### src/rtl/ref_mem_server.sv
// Memory-side responder for the reference-window fetch: prefetches 64-bit words in
// bursts into a small FIFO and hands them to the reference buffer in byte-offset order.
module ref_mem_server #(
  parameter int DEPTH       = 16,
  parameter int BURST       = 4,
  parameter int FRAME_BYTES = 307200
) (
  input  logic        clk,
  input  logic        rst_n,
  input  logic        start,
  input  logic [31:0] frame_base,
  input  logic [31:0] ref_mem_addr,
  input  logic        ref_take,
  output logic [63:0] ref_in,
  output logic        ref_en,
  output logic        addr_err,
  output logic        frame_done,
  output logic        mem_rd_req,
  output logic [31:0] mem_rd_addr,
  input  logic        mem_rd_ready,
  input  logic [63:0] mem_rd_data,
  input  logic        mem_rd_dvalid
);

  localparam int AW = $clog2(DEPTH);
  localparam int CW = $clog2(DEPTH + 1);
  localparam int OW = $clog2(BURST + 1);
  localparam logic [31:0] BURST_BYTES = 32'(8 * BURST);
  localparam logic [31:0] FRAME_END   = 32'(FRAME_BYTES);

  localparam logic [1:0] S_IDLE  = 2'd0;
  localparam logic [1:0] S_REQ   = 2'd1;
  localparam logic [1:0] S_DATA  = 2'd2;
  localparam logic [1:0] S_FLUSH = 2'd3;

  logic [1:0]    state_q, state_d;
  logic [31:0]   frame_base_q, frame_base_d;
  logic [31:0]   fetch_off_q, fetch_off_d;
  logic [31:0]   exp_off_q, exp_off_d;
  logic [31:0]   resync_off_q, resync_off_d;
  logic [31:0]   mem_rd_addr_q, mem_rd_addr_d;
  logic          active_q, active_d;
  logic          pending_q, pending_d;
  logic          discard_q, discard_d;
  logic          addr_err_q, addr_err_d;
  logic          frame_done_q, frame_done_d;
  logic [AW-1:0] wr_ptr_q, wr_ptr_d;
  logic [AW-1:0] rd_ptr_q, rd_ptr_d;
  logic [AW-1:0] head_idx;
  logic [CW-1:0] count_q, count_d, count_after_pop;
  logic [OW-1:0] out_q, out_d;
  logic [63:0]   ref_in_q;
  logic [63:0]   fifo_mem [DEPTH];

  logic ref_en_w, take_ok, seq_ok, pop, mismatch, accept, beat, push;
  logic free_ok, fifo_clr, head_bypass, load_head;

  always_comb begin
    ref_en_w        = active_q & (count_q != '0) & ~pending_q;
    take_ok         = ref_take & ref_en_w & ~start;
    seq_ok          = (ref_mem_addr == exp_off_q);
    pop             = take_ok & seq_ok;
    mismatch        = take_ok & ~seq_ok;
    accept          = (state_q == S_REQ) & mem_rd_ready;
    beat            = (state_q == S_DATA) & mem_rd_dvalid & (out_q != '0);
    // Beats of a burst that was overtaken by a resync or a new start are dropped.
    push            = beat & ~pending_q & ~discard_q & ~start;
    free_ok         = (32'(count_q) + 32'(out_q) + 32'(BURST)) <= 32'(DEPTH);
    fifo_clr        = start | (state_q == S_FLUSH);
    count_after_pop = count_q - CW'(pop);
    head_idx        = rd_ptr_q + AW'(pop);
    head_bypass     = (count_after_pop == '0);
    load_head       = ~fifo_clr & (pop | (count_q == '0)) & (push | ~head_bypass);

    state_d       = state_q;
    frame_base_d  = frame_base_q;
    fetch_off_d   = fetch_off_q;
    exp_off_d     = exp_off_q;
    resync_off_d  = resync_off_q;
    mem_rd_addr_d = mem_rd_addr_q;
    active_d      = active_q;
    pending_d     = pending_q;
    discard_d     = discard_q;
    addr_err_d    = addr_err_q;
    frame_done_d  = 1'b0;
    out_d         = out_q;
    wr_ptr_d      = wr_ptr_q + AW'(push);
    rd_ptr_d      = head_idx;
    count_d       = count_after_pop + CW'(push);

    if (pop) begin
      exp_off_d = exp_off_q + 32'd8;
      if (exp_off_q + 32'd8 == FRAME_END) begin
        frame_done_d = 1'b1;
        active_d     = 1'b0;
      end
    end

    if (mismatch) begin
      addr_err_d   = 1'b1;
      resync_off_d = ref_mem_addr;
      pending_d    = 1'b1;
      if (ref_mem_addr >= FRAME_END) begin
        active_d = 1'b0;
      end
    end

    case (state_q)
      S_IDLE: begin
        if (pending_q) begin
          state_d = S_FLUSH;
        end else if (active_q && free_ok && (fetch_off_q < FRAME_END)) begin
          state_d       = S_REQ;
          mem_rd_addr_d = frame_base_q + fetch_off_q;
        end
      end
      S_REQ: begin
        if (accept) begin
          fetch_off_d = fetch_off_q + BURST_BYTES;
          out_d       = OW'(BURST);
          state_d     = S_DATA;
        end
      end
      S_DATA: begin
        if (beat) begin
          out_d = out_q - OW'(1);
          if (out_q == OW'(1)) begin
            discard_d = 1'b0;
            state_d   = pending_q ? S_FLUSH : S_IDLE;
          end
        end
      end
      default: begin
        fetch_off_d = resync_off_q;
        exp_off_d   = resync_off_q;
        pending_d   = 1'b0;
        state_d     = S_IDLE;
      end
    endcase

    if (fifo_clr) begin
      wr_ptr_d = '0;
      rd_ptr_d = '0;
      count_d  = '0;
    end

    // A new frame must wait out any burst still in flight before requesting again.
    if (start) begin
      frame_base_d = frame_base;
      active_d     = 1'b1;
      fetch_off_d  = '0;
      exp_off_d    = '0;
      addr_err_d   = 1'b0;
      pending_d    = 1'b0;
      frame_done_d = 1'b0;
      discard_d    = (out_d != '0);
      state_d      = (out_d != '0) ? S_DATA : S_IDLE;
    end
  end

  always_ff @(posedge clk or negedge rst_n) begin
    if (!rst_n) begin
      state_q       <= S_IDLE;
      frame_base_q  <= '0;
      fetch_off_q   <= '0;
      exp_off_q     <= '0;
      resync_off_q  <= '0;
      mem_rd_addr_q <= '0;
      active_q      <= 1'b0;
      pending_q     <= 1'b0;
      discard_q     <= 1'b0;
      addr_err_q    <= 1'b0;
      frame_done_q  <= 1'b0;
      out_q         <= '0;
      wr_ptr_q      <= '0;
      rd_ptr_q      <= '0;
      count_q       <= '0;
      ref_in_q      <= '0;
    end else begin
      state_q       <= state_d;
      frame_base_q  <= frame_base_d;
      fetch_off_q   <= fetch_off_d;
      exp_off_q     <= exp_off_d;
      resync_off_q  <= resync_off_d;
      mem_rd_addr_q <= mem_rd_addr_d;
      active_q      <= active_d;
      pending_q     <= pending_d;
      discard_q     <= discard_d;
      addr_err_q    <= addr_err_d;
      frame_done_q  <= frame_done_d;
      out_q         <= out_d;
      wr_ptr_q      <= wr_ptr_d;
      rd_ptr_q      <= rd_ptr_d;
      count_q       <= count_d;
      if (load_head) begin
        ref_in_q <= head_bypass ? mem_rd_data : fifo_mem[head_idx];
      end
    end
  end

  always_ff @(posedge clk) begin
    if (push) begin
      fifo_mem[wr_ptr_q] <= mem_rd_data;
    end
  end

  assign ref_in      = ref_in_q;
  assign ref_en      = ref_en_w;
  assign addr_err    = addr_err_q;
  assign frame_done  = frame_done_q;
  assign mem_rd_req  = (state_q == S_REQ);
  assign mem_rd_addr = mem_rd_addr_q;

endmodule

### config.mk
export PLATFORM = sky130hd
export DESIGN_NAME = ref_mem_server
export DESIGN_NICKNAME = d
export VERILOG_FILES = /design/src/rtl/ref_mem_server.sv
export SDC_FILE = /design/constraint.sdc
export NUM_CORES = 2
export LEC_CHECK = 0
export CORE_MARGIN = 2
export CORE_UTILIZATION = 35
export CTS_CLUSTER_SIZE = 28
export DETAILED_ROUTE_END_ITERATION = 6
export SETUP_SLACK_MARGIN = 0.05
export SLEW_MARGIN = 20
export SYNTH_ARGS = -nofsm -noshare
export SYNTH_HDL_FRONTEND = slang
export SYNTH_SLANG_ARGS = --single-unit
### constraint.sdc
create_clock -name clk -period 22.8 [get_ports clk]
set_input_delay 5.7 -clock clk [delete_from_list [all_inputs] [get_ports clk]]
set_output_delay 5.7 -clock clk [all_outputs]
set_load 0.05 [all_outputs]
## Yosys cells after proc, flatten, opt, wreduce, memory -nomap -nowiden

Memories as Yosys holds them, arrays and structs flattened.
Cells that the tools add are included.

| word-level totals | value |
|---|---|
| register bits after elaboration | 247 |
| bits in writable memories | 1,024 |
| input bits | 134 |
| word-level logic and storage cells | 124 |
| memories kept | 1 |

| operators by class | value |
|---|---|
| $add $sub $neg | 10 |
| magnitude comparators | 3 |
| equal/unequal tests | 13 |
| multiplexer cells | 40 |
| bitwise gates (word level) | 23 |
| reductions and logical operators | 18 |

Memories:

| name | words | bits a word | rd ports | clocked after memory_dff | wr ports | RTL line | source |
|---|---|---|---|---|---|---|---|
| fifo_mem | 16 | 64 | 1 | 0 | 1 | 53 | `logic [63:0] fifo_mem [DEPTH];` |

Operators by type and width:

| kind | number |
|---|---|
| 2-to-1 mux 32 bit | 5 |
| 2-to-1 mux 64 bit | 1 |
| one-hot mux 32 bit (2 select lines) | 1 |
| adder 32 bit | 1 |
| adder 32 x 4 -> 32 bit (second input constant) | 1 |
| adder 32 x 6 -> 32 bit (second input constant) | 1 |
| equality test 32 x 19 -> 1 bit (second input constant) | 1 |
| equality test 32 bit | 1 |
| >= comparator 32 x 19 -> 1 bit (second input constant) | 1 |
| < comparator 32 x 19 -> 1 bit (second input constant) | 1 |
| 2-to-1 mux 1 bit | 18 |
| 2-to-1 mux 2 bit | 8 |
| AND 1 bit | 14 |
| zero test 5 bit | 2 |
| adder 4 x 1 -> 4 bit | 2 |
| 2-to-1 mux 4 bit | 2 |
| nonzero test 2 bit | 4 |
| adder 6 x 3 -> 7 bit (second input constant) | 1 |
| <= comparator 7 x 5 -> 1 bit (second input constant) | 1 |
| adder 5 x 3 -> 6 bit | 1 |
| 2-to-1 mux 3 bit | 2 |
| != test 3 x 1 -> 1 bit (second input constant) | 2 |
| != test 3 x 2 -> 1 bit (second input constant) | 2 |
| NOT 1 bit | 6 |
| 22 further kinds | 28 |

## Longest topological paths before layout

| logic depth | value |
|---|---|
| depth in word-level cells | 11 |
| gate-level depth with buffers | 18 |
| depth with buffers taken out | 14 |

## Worst setup path before layout

OpenSTA, ideal clock, no wires.

| timing path | value |
|---|---|
| kind | input -> register |
| from | input mem_rd_dvalid |
| to | memory fifo_mem[0][0], enable pin |
| library setup time | 0.565 ns |
| arrival time | 11.438 ns |
| required time | 22.235 ns |
| setup slack | 10.797 ns |
| stages on the path | 5 |
| buffers on the path | 0 |
| path through | nand2_1 -> a21oi_1 -> nor4b_2 -> or3b_2 -> nor3_1 |

| between the ends | value |
|---|---|
| cells in the longest elaborated chain, start to end | 7 |

Ends and longest elaborated chain:

| element | RTL line | source |
|---|---|---|
| start: declaration | 22 | `input logic mem_rd_dvalid` |
| AND 1 bit (2 in series) | 65 | `beat = (state_q == S_DATA) & mem_rd_dvalid & (out_q != '0);` |
| AND 1 bit (3 in series) | 67 | `push = beat & ~pending_q & ~discard_q & ~start;` |
| 2-to-1 mux 1 bit | 202 | `if (push) begin` |
| 2-to-1 mux 1 bit (not written as such) | 203 | `fifo_mem[wr_ptr_q] <= mem_rd_data;` |
| end: declaration | 53 |  |

No other way between the ends.

## Final worst setup path

| timing path | value |
|---|---|
| from | input ref_mem_addr[26] |
| to | register ref_in_q[50] (netlist: ref_in[50]) |

| between the ends | value |
|---|---|
| cells in the longest elaborated chain, start to end | 7 |

Ends and longest elaborated chain:

| element | RTL line | source |
|---|---|---|
| start: declaration | 12 | `input logic [31:0] ref_mem_addr,` |
| equality test 32 bit * | 61 | `seq_ok = (ref_mem_addr == exp_off_q);` |
| AND 1 bit * | 62 | `pop = take_ok & seq_ok;` |
| parallel branches: the longest is 5 deep, another holds memory (16 x 64 bit) | -- |  |
| end signal: assignment | 196 | `ref_in_q <= head_bypass ? mem_rd_data : fifo_mem[head_idx];` |
| end: declaration | 52 | `logic [63:0] ref_in_q;` |

Mark *: on every way between the ends.
A chain may end at the register's enable or synchronous reset.

==> results.md <==
- Hold Violations, Final: 0
- Initial antenna violation count: 21
- VDD IR-drop max: 0.101 mV
- Placed cell count: 5,117
- R2r startpoint: count_q[4]
- Synth-to-layout area growth: 18.1%
- Clk_skew: 0.0423 ns
- Comb power frac: 0.173
- R2R Setup Slk: 17.09 ns
- Wirelength per Cell: 25.1 um
- Ports: 234
- Endpoints failing setup: 0
- Count leader, synth: edfxtp_1
- Total grt overflow: 0
- Syn Area/Cell: 17.7 um2
- Ys flop type: edfxtp_1
- Syn_nets: 3,172
- Largest net degree at the start of global routing: 112
- DRC Markers: 0
- Layout Nets: 3,432
- Starting DRT DRC Count: 2,411
- Non-Filler Instances: 5,379
- Number of enable flip-flop cells after synthesis: 1,024
- Crit path time final: 10.50 ns
- Layout cells sized above 1: 0.209
- CP startpoint: ref_mem_addr[26]
- Unique masters post-synth: 79
- Dpl hpwl: 76,700 um
- Hold_sp: mem_rd_addr[10]
- Pre-CTS setup slack: 11.43 ns
- Clock power frac: 0.373
- Synth Register Bits: 1,271
- Leakage: 20.7 nW
- Via count: 28,200
- IO buf count: 233
- Fin. max-slew vios: 0
- Power per cell area: 98.8 nW/um2
- Core ar.: 150,000 um2
- Worst EP arrival: 11.11 ns
- CTS root buffer: clkbuf_16
- Global-route wire length before repair: 198,000 um
- Startpoint type of the worst setup path: input port
- Net Sw Power: 1.82 mW
- Tightest Pin Transition: 1.12 ns
- Sequential share of power: 0.454
- Worst Hold Class: flip-flop to flip-flop
- Hold_buf cts: 0
- Rel. slew slack: 0.254
- Dominant cells by area after synthesis: edfxtp_1 58%, mux4_2 14%, dfrtp_1 12%, mux2i_1 1.7%, nand2_1 1.5%
- Vias in the first global route: 28,700
- Die width: 393 um
- Reg2reg path depth: 12
- R2r endpoint: ref_in[36]
- DIE AREA: 154,000 um2
- Seq/Total Area, Yosys: 0.698
- Outcome: finished clean
- CP max FO: 73
- Gr usage total: 0.176
- Fmax achieved: 0.0952 GHz
- CTS-repair resized insts: 0
- Setup TNS: 0 ns
- Period utilization: 0.461
- Register clock-pin slew on the reported worst setup and hold paths: 0.06 ns
- Antenna-violating nets left: 0
- Clock Path Buffers: 3
- Sw frac: 0.295
- Fin worst setup slack: 12.30 ns
- Synth async-reset ratio: 0.194
- RSZ-0062 raised after global routing: false
- Netlist Area Pre-Place: 52,900 um2
- Post-CTS Setup Repair Bufs: 0
- Synth area leader: edfxtp_1
- CTS tree: yes
- Initial core utilization: 0.353
- H-tree depth: 4
- Wirelength, routed: 135,000 um
- Commonest cells post-synth: 1,024 x edfxtp_1, 320 x mux4_2, 247 x dfrtp_1
- Average via count per standard cell: 5.24
- Critical Path End: ref_in[50]
- Core Rows: 142
- Synth top area share: 0.581
- CP Capture Type: flip-flop
- Worst-Skew Late Latency: 0.79 ns
- GPL Wtd Cong: 0.860
- Mapped Cells: 2,982
- WP data required: 23.42 ns
- Internal Dissipation: 4.35 mW
- CTS Buf Count: 138
- Die Ht: 393 um
- First-pass iteration count of the detailed router: 5
- Yosys warnings: 0
- Critical path class: input port to flip-flop
- Num Clock Sinks: 1,271
- Max Cap Viol: 0
registers in the layout (all words and copies together) (netlist names), 3 cells and up:
register and count:
count_q 5, exp_off_q 32, fetch_off_q 32, fifo_mem 1024
frame_base_q 32, mem_rd_addr 32, out_q 3, rd_ptr_q 4
ref_in 64, resync_off_q 32, wr_ptr_q 4
cell families (layout without fill, tap and decap cells):
logic type | Yosys count | count (layout) | synth area share
muxes | 477 | 477 | 0.167
other | 0 | 7 | 0
DFF | 1271 | 1271 | 0.698
xor gates and xnor gates | 108 | 108 | 0.0182
and+or+nand+nor | 538 | 538 | 0.0497
buffers and inverters | 206 | 580 | 0.0162
adders and majority gates | 56 | 56 | 0.0135
AOI/OAI and AO/OA | 326 | 326 | 0.0369
per-stage QoR:
| step | hold WS (ns) | util | instance area [um2] | power, mW |
|---|---|---|---|---|
| after CTS | 0.483 | 0.416 | 62400 | 6.23 |
| after floorplan | 0.487 | - | 52900 | 3.48 |
| after detailed placement | 0.470 | 0.385 | 57700 | 3.92 |
| after global routing | 0.501 | 0.417 | 62500 | 6.43 |
| final | 0.477 | 0.417 | 62500 | 6.17 |
| after global placement | 0.461 | 0.385 | 57700 | 3.91 |
critical path: stages:
cell and delay, ns:
clkdlybuf4s50_1 0.47, xnor2_1 0.40, nand4_1 0.22, nor4_4 0.47, nand3_4 0.18, inv_4 0.25
ha_1 0.25, ha_1 0.22, xor2_1 0.13, nor4_1 0.39, nand2_4 0.06, buf_4 0.43
o221ai_4 0.28, buf_4 0.54, buf_4 0.77, o21ai_0 0.25
how the worst min path moves through the flow:
stage / to / slack (ns) / cells past startpoint
detailed placement: ref_in[7] / 0.47 / 2
finish: mem_rd_addr[10] / 0.48 / 2
global route: mem_rd_addr[24] / 0.50 / 2
CTS: mem_rd_addr[24] / 0.48 / 2
global placement: addr_err / 0.46 / 1
floorplan: frame_base_q[29] / 0.49 / 1
power by group through the flow:
stage               sequential, mW  combinational [mW]  clock [mW]
finish                        2.80                1.06        2.30
global route                  2.82                1.15        2.46
CTS                           2.80                1.07        2.36
detailed placement            2.85                1.07           0
global placement              2.85                1.06           0
floorplan                     3.03               0.455           0
layout make-up:
type | instances | area [um2]
diodes | 7 | 17.5
clock buffers | 183 | 3800
clock inverters | 71 | 951
fillers | 13400 | 87500
inverters | 38 | 145
multi-input cells | 1505 | 15300
flip-flops and latches | 1271 | 36900
well taps | 2016 | 2520
repair buffers | 288 | 2780
metal layers:
layer | wire length [um] | part of all wire | global-route usage | up-vias
met1 | 57500 | 0.43 | 0.242 | 14800
met5 | 127 | 0.00094 | 0 | -
met2 | 65200 | 0.48 | 0.284 | 779
met3 | 9410 | 0.070 | 0.0408 | 188
li1 | - | - | - | 12400
met4 | 2570 | 0.019 | 0.0417 | 20
placed cells by master (no fill, tap or decap), types with 7 or more instances in the layout:
master	netlist	routed
nand4_1	27	27
buf_4	3	53
clkdlybuf4s50_1	0	231
mux2_2	65	65
xnor2_1	68	67
o21a_1	8	8
clkbuf_1	98	27
o21ai_1	12	11
nor2_4	1	13
a21oi_1	77	76
bufinv_16	0	12
diode_2	0	7
clkbuf_8	0	18
inv_1	36	36
o21bai_1	7	7
edfxtp_1	1024	1024
nor4_1	11	11
nor2_1	99	87
xor2_1	38	37
o211ai_1	10	10
nor3_1	28	24
a21o_1	17	17
clkinv_2	0	17
and2_1	16	16
clkbuf_16	0	138
dfrtp_1	247	247
and3_1	30	30
a31oi_1	16	16
o21ai_0	123	123
mux2i_1	92	92
clkinv_1	1	16
or3_1	8	8
nand3_1	60	60
clkinv_16	0	8
ha_1	54	52
nand2_1	212	211
a211oi_1	19	19
mux4_2	320	320
No activity file was read; power rests on OpenSTA's default activity.
